[src/rtl/conv33_window_if.sv]
// ----------------------------------------------------------------------------
// conv33_window_if
//   Bundles the pixel input handshake and the window output bus of
//   conv33_window.
//   Handshake: a pixel transfers on a rising clk edge where pix_valid and
//   pix_ready are both high. pix_ready never depends on pix_valid.
//   conv33_en and done are single-cycle pulses with no backpressure.
//
//   master : pixel source / window sink (drives start, pix_in, pix_valid)
//   slave  : conv33_window (drives pix_ready, data_*, conv33_en, busy, done)
// ----------------------------------------------------------------------------
interface conv33_window_if #(
  parameter int DATA_W = 8
);
  logic                     start;
  logic signed [DATA_W-1:0] pix_in;
  logic                     pix_valid;
  logic                     pix_ready;
  logic signed [DATA_W-1:0] data_0_0, data_0_1, data_0_2;
  logic signed [DATA_W-1:0] data_1_0, data_1_1, data_1_2;
  logic signed [DATA_W-1:0] data_2_0, data_2_1, data_2_2;
  logic                     conv33_en;
  logic                     busy;
  logic                     done;

  modport master (
    output start, pix_in, pix_valid,
    input  pix_ready,
    input  data_0_0, data_0_1, data_0_2,
    input  data_1_0, data_1_1, data_1_2,
    input  data_2_0, data_2_1, data_2_2,
    input  conv33_en, busy, done
  );

  modport slave (
    input  start, pix_in, pix_valid,
    output pix_ready,
    output data_0_0, data_0_1, data_0_2,
    output data_1_0, data_1_1, data_1_2,
    output data_2_0, data_2_1, data_2_2,
    output conv33_en, busy, done
  );
endinterface

[src/rtl/conv33_window.sv]
// ----------------------------------------------------------------------------
// conv33_window
//   Builds 3x3 windows from a raster stream of signed pixels using two line
//   buffers and a 3x3 shift register, and pulses conv33_en (latency 1 after
//   the accepting edge) for every valid window. done pulses with the final
//   window of a frame.
//
//   Optional build macro CONV33_STRIDE2_EN: when defined, only windows whose
//   (row-2) and (col-2) are both even are emitted; done still pulses one
//   cycle after the final pixel, alone if that position is not emitted.
//
// Ports:
//   clk          system clock
//   rst          synchronous active-high reset
//   bus          conv33_window_if.slave (start, pixel handshake, window out)
//   dbg_state_o  1 when the FSM is in RUN, 0 in IDLE
// ----------------------------------------------------------------------------
module conv33_window #(
  parameter int IMG_W  = 28,
  parameter int IMG_H  = 28,
  parameter int DATA_W = 8
) (
  input  logic             clk,
  input  logic             rst,
  conv33_window_if.slave   bus,
  output logic             dbg_state_o
);

  localparam int CW = $clog2(IMG_W);
  localparam int RW = $clog2(IMG_H);
  localparam logic [CW-1:0] COL_LAST = CW'(IMG_W - 1);
  localparam logic [RW-1:0] ROW_LAST = RW'(IMG_H - 1);
  localparam logic [CW-1:0] COL_TWO  = CW'(2);
  localparam logic [RW-1:0] ROW_TWO  = RW'(2);

  typedef enum logic {
    ST_IDLE = 1'b0,
    ST_RUN  = 1'b1
  } state_t;

  state_t                   state_q;
  logic [CW-1:0]            col_q, col_d;
  logic [RW-1:0]            row_q, row_d;
  logic                     en_q;
  logic                     done_q;
  logic signed [DATA_W-1:0] win_q [3][3];
  // Line buffers: lb0 holds row r-2, lb1 holds row r-1 at each column.
  logic signed [DATA_W-1:0] lb0_q [IMG_W];
  logic signed [DATA_W-1:0] lb1_q [IMG_W];

  logic accept;
  logic last_pix;
  logic win_valid;

  assign accept   = (state_q == ST_RUN) && bus.pix_valid;
  assign last_pix = (row_q == ROW_LAST) && (col_q == COL_LAST);

`ifdef CONV33_STRIDE2_EN
  // (row-2) even <=> row even, same for columns.
  assign win_valid = (row_q >= ROW_TWO) && (col_q >= COL_TWO) &&
                     !row_q[0] && !col_q[0];
`else
  assign win_valid = (row_q >= ROW_TWO) && (col_q >= COL_TWO);
`endif

  always_comb begin
    col_d = col_q;
    row_d = row_q;
    if (col_q == COL_LAST) begin
      col_d = '0;
      row_d = (row_q == ROW_LAST) ? '0 : row_q + RW'(1);
    end else begin
      col_d = col_q + CW'(1);
    end
  end

  always_ff @(posedge clk) begin
    if (rst) begin
      state_q <= ST_IDLE;
      col_q   <= '0;
      row_q   <= '0;
      en_q    <= 1'b0;
      done_q  <= 1'b0;
      for (int r = 0; r < 3; r++)
        for (int c = 0; c < 3; c++)
          win_q[r][c] <= '0;
    end else begin
      en_q   <= 1'b0;
      done_q <= 1'b0;
      case (state_q)
        ST_IDLE: begin
          if (bus.start) begin
            state_q <= ST_RUN;
            col_q   <= '0;
            row_q   <= '0;
          end
        end
        ST_RUN: begin
          if (accept) begin
            // Shift left; the new right column comes from the line buffers
            // (older rows) and the incoming pixel (newest row). Columns
            // shifted in at col 0/1 belong to the previous row but are never
            // flagged valid.
            for (int r = 0; r < 3; r++) begin
              win_q[r][0] <= win_q[r][1];
              win_q[r][1] <= win_q[r][2];
            end
            win_q[0][2] <= lb0_q[col_q];
            win_q[1][2] <= lb1_q[col_q];
            win_q[2][2] <= bus.pix_in;
            col_q       <= col_d;
            row_q       <= row_d;
            en_q        <= win_valid;
            if (last_pix) begin
              done_q  <= 1'b1;
              state_q <= ST_IDLE;
            end
          end
        end
        default: state_q <= ST_IDLE;
      endcase
    end
  end

  // Line-buffer storage is intentionally not reset.
  always_ff @(posedge clk) begin
    if (accept) begin
      lb0_q[col_q] <= lb1_q[col_q];
      lb1_q[col_q] <= bus.pix_in;
    end
  end

  assign bus.pix_ready = (state_q == ST_RUN);
  assign bus.busy      = (state_q == ST_RUN);
  assign bus.conv33_en = en_q;
  assign bus.done      = done_q;
  assign dbg_state_o   = (state_q == ST_RUN);

  assign bus.data_0_0 = win_q[0][0];
  assign bus.data_0_1 = win_q[0][1];
  assign bus.data_0_2 = win_q[0][2];
  assign bus.data_1_0 = win_q[1][0];
  assign bus.data_1_1 = win_q[1][1];
  assign bus.data_1_2 = win_q[1][2];
  assign bus.data_2_0 = win_q[2][0];
  assign bus.data_2_1 = win_q[2][1];
  assign bus.data_2_2 = win_q[2][2];

endmodule

[src/flat_wrapper.sv]
// flat-port wrapper written by rule: the top's interface ports become plain ports
module conv33_window_flat 
#(
  parameter int IMG_W  = 28,
  parameter int IMG_H  = 28,
  parameter int DATA_W = 8
)
  (clk, rst, dbg_state_o, bus_start, bus_pix_in, bus_pix_valid, bus_pix_ready, bus_data_0_0, bus_data_0_1, bus_data_0_2, bus_data_1_0, bus_data_1_1, bus_data_1_2, bus_data_2_0, bus_data_2_1, bus_data_2_2, bus_conv33_en, bus_busy, bus_done);
  conv33_window_if #(.DATA_W(DATA_W)) bus_i ();
  input  logic clk;
  input  logic rst;
  output logic dbg_state_o;
  input wire logic [$bits(bus_i.start)-1:0] bus_start;
  input wire logic [$bits(bus_i.pix_in)-1:0] bus_pix_in;
  input wire logic [$bits(bus_i.pix_valid)-1:0] bus_pix_valid;
  output wire logic [$bits(bus_i.pix_ready)-1:0] bus_pix_ready;
  output wire logic [$bits(bus_i.data_0_0)-1:0] bus_data_0_0;
  output wire logic [$bits(bus_i.data_0_1)-1:0] bus_data_0_1;
  output wire logic [$bits(bus_i.data_0_2)-1:0] bus_data_0_2;
  output wire logic [$bits(bus_i.data_1_0)-1:0] bus_data_1_0;
  output wire logic [$bits(bus_i.data_1_1)-1:0] bus_data_1_1;
  output wire logic [$bits(bus_i.data_1_2)-1:0] bus_data_1_2;
  output wire logic [$bits(bus_i.data_2_0)-1:0] bus_data_2_0;
  output wire logic [$bits(bus_i.data_2_1)-1:0] bus_data_2_1;
  output wire logic [$bits(bus_i.data_2_2)-1:0] bus_data_2_2;
  output wire logic [$bits(bus_i.conv33_en)-1:0] bus_conv33_en;
  output wire logic [$bits(bus_i.busy)-1:0] bus_busy;
  output wire logic [$bits(bus_i.done)-1:0] bus_done;
  assign bus_i.start = bus_start;
  assign bus_i.pix_in = bus_pix_in;
  assign bus_i.pix_valid = bus_pix_valid;
  assign bus_pix_ready = bus_i.pix_ready;
  assign bus_data_0_0 = bus_i.data_0_0;
  assign bus_data_0_1 = bus_i.data_0_1;
  assign bus_data_0_2 = bus_i.data_0_2;
  assign bus_data_1_0 = bus_i.data_1_0;
  assign bus_data_1_1 = bus_i.data_1_1;
  assign bus_data_1_2 = bus_i.data_1_2;
  assign bus_data_2_0 = bus_i.data_2_0;
  assign bus_data_2_1 = bus_i.data_2_1;
  assign bus_data_2_2 = bus_i.data_2_2;
  assign bus_conv33_en = bus_i.conv33_en;
  assign bus_busy = bus_i.busy;
  assign bus_done = bus_i.done;
  conv33_window #(.IMG_W(IMG_W), .IMG_H(IMG_H), .DATA_W(DATA_W)) u_core (.clk(clk), .rst(rst), .bus(bus_i), .dbg_state_o(dbg_state_o));
endmodule
[config.mk]
export PLATFORM = sky130hd
export DESIGN_NAME = conv33_window_flat
export DESIGN_NICKNAME = d
export VERILOG_FILES = /design/src/rtl/conv33_window_if.sv /design/src/rtl/conv33_window.sv /design/src/flat_wrapper.sv
export SDC_FILE = /design/constraint.sdc
export NUM_CORES = 1
export LEC_CHECK = 0
export CAP_MARGIN = 20
export CORE_ASPECT_RATIO = 2
export CORE_UTILIZATION = 60
export CTS_CLUSTER_DIAMETER = 30
export DETAILED_ROUTE_END_ITERATION = 8
export HOLD_SLACK_MARGIN = 0.06
export PLACE_DENSITY = 0.79
export SLEW_MARGIN = 10
export SYNTH_ARGS = -nofsm -noshare
export SYNTH_HDL_FRONTEND = slang
export SYNTH_SLANG_ARGS = --single-unit
[constraint.sdc]
create_clock -name clk -period 3.75 [get_ports clk]
set_input_delay 0.75 -clock clk [delete_from_list [all_inputs] [get_ports clk]]
set_output_delay 0.75 -clock clk [all_outputs]
set_load 0.03 [all_outputs]
==> results.json, run 1 <==
{
  "outcome": "finished clean",
  "wl_met3_um": 3110,
  "yosys.area.top_type_share": 0.748,
  "min_period_over_period": 0.845,
  "p_comb_frac": 0.048,
  "crit_family": "compound AO/OA/AOI/OAI gates",
  "start_util": 0.610,
  "htree_levels": 2,
  "grt_use_total": 0.272,
  "max_clock_freq_mhz": 315,
  "multi_input_area_um2": 4540,
  "worst-slew-pin-transition_ps": 1130,
  "grt_pass1_vias": 11100,
  "path_cells": "and2_1 -> a22oi_1 -> a21oi_1 -> a311oi_2 -> buf_4",
  "cts_root_buf": "clkbuf_16",
  "syn_nets": 1085,
  "power_mw": 12.3,
  "final_cell_mix": "edfxtp_1, mux2i_1, clkdlybuf4s50_1",
  "drcViolationCount": 0,
  "dp.cells": 1601,
  "synth_seq_cells": 538,
  "grt_antenna_before_repair": 0,
  "final_common_cell": "edfxtp_1",
  "finalSetupTns_ps": 0,
  "synth-edff-count": 520,
  "cp_slowest_cell": "dfxtp_2",
  "final_util": 0.708,
  "core_um2": 34200,
  "antenna_cells": 0,
  "switchingPower_mw": 2.63,
  "pwr_density_cell_nw_per_um2": 507,
  "min_period_ps": 3170,
  "cap_viol_max_count": 0,
  "die_width_um": 134,
  "fin_nets": 1235,
  "ant_nets": 0,
  "die-area_um2": 35600,
  "grt-ovfl-total": 0,
  "wl_met2_um": 24900,
  "hold_viol_final": 0,
  "ys_seq_area_frac": 0.765,
  "critPathArrivalTime_ps": 3450,
  "drt_pre_antenna_iters": 7,
  "placementRows": 96,
  "clockBufferDepth": 3,
  "instances_no_fill": 1698,
  "worstSetupPathType": "reg2reg",
  "clockPowerShare": 0.407,
  "vias_per_cell": 6.39,
  "wl_per_cell_um": 27.6,
  "cp_num_cells": 5,
  "io_pins": 89,
  "nFillCells": 2036,
  "leakage_nw": 7.72,
  "drive_above_1_share": 0.187,
  "synth.area.top_cells": "edfxtp_1, mux4_2, mux2i_1",
  "ys_warn_count": 0,
  "drv_slew": 0,
  "routabilityCongestion": 0.854,
  "p_sw_frac": 0.214,
  "cts_resized": 0,
  "cts_tree": "done",
  "skew_ps": 26.7,
  "cts_num_sinks": 538,
  "clkTransAtPathRegs_ps": 60,
  "postSynthAreaPerCell_um2": 19.6,
  "cp.buffers_inverters": 1,
  "numCtsBuffers": 49,
  "relSlewSlack": 0.242,
  "hp-class": "reg2reg",
  "rsz0062_at_grt": "no",
  "dr.max_layer_used": "met4",
  "p_int_mw": 9.65,
  "clk_latency_ps": 570,
  "grt_pass1_wl_um": 68500,
  "layout_setup_ws_ps": 580,
  "hpwl_um": 28900,
  "async_flop_share": 0,
  "syn_to_final_growth_pct": 16.1,
  "first_iter_violations": 1125,
  "die_y_um": 266,
  "ys_types": 50,
  "synth.cell_area_um2": 20900,
  "required_ps": 4030,
  "io_buffers": 88,
  "grt_max_degree": 49,
  "dr_total_vias": 10800,
  "drt-met1-wl_um": 15700,
  "crit_fanout": 25,
  "hold_path_depth": 2,
  "cp-end-kind": "flip-flop",
  "hold_buffers": 0,
  "setup-violations-final": 0,
  "crit_path_start_kind": "flip-flop",
  "place_ws_ps": 503,
  "max_stage_delay_ps": 830,
  "reg2reg_depth": 5,
  "synth_top_cell_by_area": "edfxtp_1",
  "seqPwrFrac": 0.545,
  "synth_cells": 1067,
  "regArea_um2": 16000,
  "peakVddDrop_uv": 405,
  "postCtsSetupBuffers": 0,
  "wl_um": 46900,
  "synthFlopType": "edfxtp_1"
}
## final cells by class
type | instances | area share
tap | 441 | 0.0228
timing repair buffer | 158 | 0.0628
clock inverter | 29 | 0.0127
clock buffer | 62 | 0.0544
inverter | 4 | 0.000620
sequential | 538 | 0.659
multi-input combinational | 466 | 0.187
## cells in the mapped netlist (2+ instances only)
cell type,n
edfxtp_1,520
mux2i_1,88
and2_1,66
mux4_2,63
nor2_1,41
nand2_1,32
a22oi_1,30
clkbuf_1,29
a21oi_1,24
dfxtp_1,18
a221oi_1,12
buf_2,12
mux4_1,10
nand2b_1,10
nor2b_1,8
a311oi_1,7
nand3_1,7
o21ai_1,7
buf_6,6
ha_1,6
mux2_2,6
buf_8,5
buf_12,4
inv_1,4
nor3_1,4
o211ai_1,4
a211o_1,3
a211oi_1,3
a41o_1,3
buf_4,3
nand3b_1,3
o22ai_1,3
or3_1,3
or3b_2,3
a22o_1,2
nand4_1,2
o21ai_0,2
xor2_1,2
## sequential cells by signal, summed over array words and instances, names as in the netlist, named ones only
signal,flops
u_core.bus.done,1
u_core.col_q,5
u_core.win_q,72
u_core.lb0_q,224
u_core.bus.busy,1
u_core.row_q,5
u_core.lb1_q,224
u_core.bus.conv33_en,1
## path summary, 6_finish.rpt
kind,startpoint,endpoint,slack (ps)
min reg2reg,u_core.row_q[4],u_core.row_q[4],510
max,flip-flop,u_core.lb0_q[4][3],580
max reg2reg,flip-flop,u_core.lb0_q[4][3],580
min,u_core.row_q[4],u_core.row_q[4],510
## cell families after synthesis
| family | after synthesis | synth area share |
|---|---|---|
| AO/OA/AOI/OAI | 107 | 0.0369 |
| XOR/XNOR | 3 | 0.00126 |
| adder cells (fa/ha/maj) | 6 | 0.00360 |
| buffers and inverters | 63 | 0.0206 |
| flip-flops | 538 | 0.765 |
| multiplexers | 167 | 0.126 |
| AND/OR/NAND/NOR | 183 | 0.0462 |
## power by group through the flow
stage	sequential [mW]	combinational (mW)	clock, mW
after floorplan	6.92	0.251	0
after global placement	6.83	0.556	0
after detailed placement	6.83	0.572	0
after CTS	6.70	0.575	5.04
after global routing	6.70	0.615	5.26
final	6.70	0.584	5.00
## worst register-to-register path, delay by kind of cell (launching register included)
family	cells	cell delay [ps]
AND/OR/NAND/NOR	1	800
flip-flops	1	830
AO/OA/AOI/OAI	3	950
buffers and inverters	1	310
## through the flow
step | hold WS [ps] | area [um^2]
detailed placement | 497 | 22500
finish | 511 | 24200
global route | 544 | 24200
global placement | 481 | 22500
CTS | 507 | 24100
floorplan | 458 | 20900
## per-layer routing
layer,GRT usage,vias up
met5,0,-
met2,0.476,575
li1,-,4595
met3,0.0400,185
met1,0.310,5488
met4,0.175,0
(Power assumes the default switching activity.)
==> run 2: changes to the inputs <==
==> constraint.sdc (replaced) <==
create_clock -name clk -period 3.05 [get_ports clk]
set_input_delay 0.61 -clock clk [delete_from_list [all_inputs] [get_ports clk]]
set_output_delay 0.61 -clock clk [all_outputs]
set_load 0.03 [all_outputs]
==> results.json, run 2 (same netlist as run 1, synthesis figures left out) <==
{
  "leakage_nw": 7.77,
  "grt_pass1_wl_um": 66900,
  "final_common_cell": "edfxtp_1",
  "ant_nets": 0,
  "wl_um": 44700,
  "fin_nets": 1251,
  "required_ps": 3460,
  "cp_slowest_cell": "a311oi_4",
  "drt_pre_antenna_iters": 6,
  "hold_viol_final": 0,
  "largestRegisters": "u_core.lb0_q (224), u_core.lb1_q (224), u_core.win_q (72)",
  "io_buffers": 88,
  "min_period_over_period": 0.876,
  "crit_fanout": 18,
  "grt_use_total": 0.261,
  "crit_family": "compound AO/OA/AOI/OAI gates",
  "finalSetupTns_ps": 0,
  "hold_buffers": 0,
  "path_cells": "buf_4 -> mux2i_1 -> a22oi_1 -> a21oi_1 -> a311oi_4 -> buf_4",
  "layout_setup_ws_ps": 377,
  "worstSetupPathType": "reg2reg",
  "peakVddDrop_uv": 472,
  "syn_to_final_growth_pct": 16.4,
  "drcViolationCount": 0,
  "place_ws_ps": 434,
  "cts_resized": 0,
  "io_pins": 89,
  "cpMostUsedCell": "buf_4",
  "antenna_cells": 0,
  "r2r-end": "u_core.lb0_q[7][0]",
  "worst-slew-pin-transition_ps": 1040,
  "holdPathEnd": "u_core.row_q[4]",
  "die_width_um": 134,
  "die-area_um2": 35600,
  "clkTransAtPathRegs_ps": 70,
  "cts_root_buf": "clkbuf_16",
  "instances_no_fill": 1712,
  "vias_per_cell": 6.30,
  "hpwl_um": 28300,
  "dr_total_vias": 10800,
  "cp-end-kind": "flip-flop",
  "cp_num_cells": 6,
  "clockBufferDepth": 3,
  "hp-class": "reg2reg",
  "start_util": 0.610,
  "dp.cells": 1624,
  "cts_num_sinks": 538,
  "placementRows": 96,
  "first_iter_violations": 987,
  "min_period_ps": 2670,
  "grt_max_degree": 71,
  "final_cell_mix": "edfxtp_1, mux2i_1, clkdlybuf4s50_1",
  "critPathArrivalTime_ps": 3080,
  "ff2ff_setup_slack_ps": 380,
  "die_y_um": 266,
  "grt-ovfl-total": 0,
  "cap_viol_max_count": 0,
  "grt_pass1_vias": 11100,
  "crit_path_start_kind": "flip-flop",
  "core_um2": 34200,
  "numCtsBuffers": 48,
  "outcome": "finished clean",
  "reg2reg_depth": 6,
  "postCtsSetupBuffers": 0,
  "cp.buffers_inverters": 2,
  "clk_latency_ps": 580,
  "max_clock_freq_mhz": 374,
  "routabilityCongestion": 0.856,
  "max_stage_delay_ps": 820,
  "pwr_density_cell_nw_per_um2": 615,
  "skew_ps": 23.2,
  "wl_per_cell_um": 26.1,
  "drv_slew": 0,
  "relSlewSlack": 0.307,
  "htree_levels": 2,
  "hold_path_depth": 2,
  "setup-violations-final": 0,
  "worstHoldStart": "u_core.row_q[4]",
  "drive_above_1_share": 0.196,
  "rsz0062_at_grt": "no",
  "grt_antenna_before_repair": 0,
  "nFillCells": 2032,
  "cts_tree": "done"
}
-- run 2: per-stage QoR --
stage / hold WS [ps] / util / power (mW) / area [um^2]
after floorplan: 458 / - / 8.81 / 20900
after global placement: 496 / 0.663 / 9.09 / 22700
after detailed placement: 521 / 0.663 / 9.11 / 22700
after CTS: 529 / 0.709 / 15.0 / 24300
after global routing: 546 / 0.709 / 15.3 / 24300
final: 531 / 0.709 / 14.9 / 24300
-- run 2: report_power, final --
| group | internal [mW] | switching, mW | leakage (nW) |
|---|---|---|---|
| sequential | 8.19 | 0.0411 | 4.93 |
| combinational | 0.278 | 0.440 | 2.07 |
| clock | 3.30 | 2.70 | 0.768 |
| total | 11.8 | 3.18 | 7.77 |
-- run 2: cell type report --
class | instances | area [um^2] | share of cell area
Clock buffer | 55 | 1260 | 0.0518
Clock inverter | 33 | 334 | 0.0138
Inverter | 4 | 15.0 | 0.000618
Multi-Input combinational cell | 466 | 4540 | 0.187
Sequential cell | 538 | 16000 | 0.658
Tap cell | 441 | 552 | 0.0227
Timing Repair Buffer | 175 | 1610 | 0.0663
-- run 2: worst max-delay path by stage --
stage	endpoint	from
floorplan	u_core.win_q[0][26]	flip-flop
global placement	u_core.win_q[0][7]	bus_pix_valid
detailed placement	u_core.win_q[0][7]	bus_pix_valid
CTS	u_core.lb0_q[7][0]	flip-flop
global route	u_core.win_q[0][4]	flip-flop
finish	u_core.lb0_q[7][0]	flip-flop
-- run 2: layer usage --
| layer | up-vias | GRT usage | wire length (um) |
|---|---|---|---|
| li1 | 4614 | - | - |
| met1 | 5447 | 0.306 | 15500 |
| met2 | 593 | 0.465 | 24100 |
| met3 | 126 | 0.0344 | 3080 |
| met4 | 0 | 0.133 | 2080 |
| met5 | - | 0 | 0 |
-- run 2: worst register-to-register path: cells and delay by family (launching register included) --
kind,cells,cell delay [ps]
AOI/OAI and AO/OA,3,1210
buffers and inverters,2,640
DFF,1,530
muxes,1,130
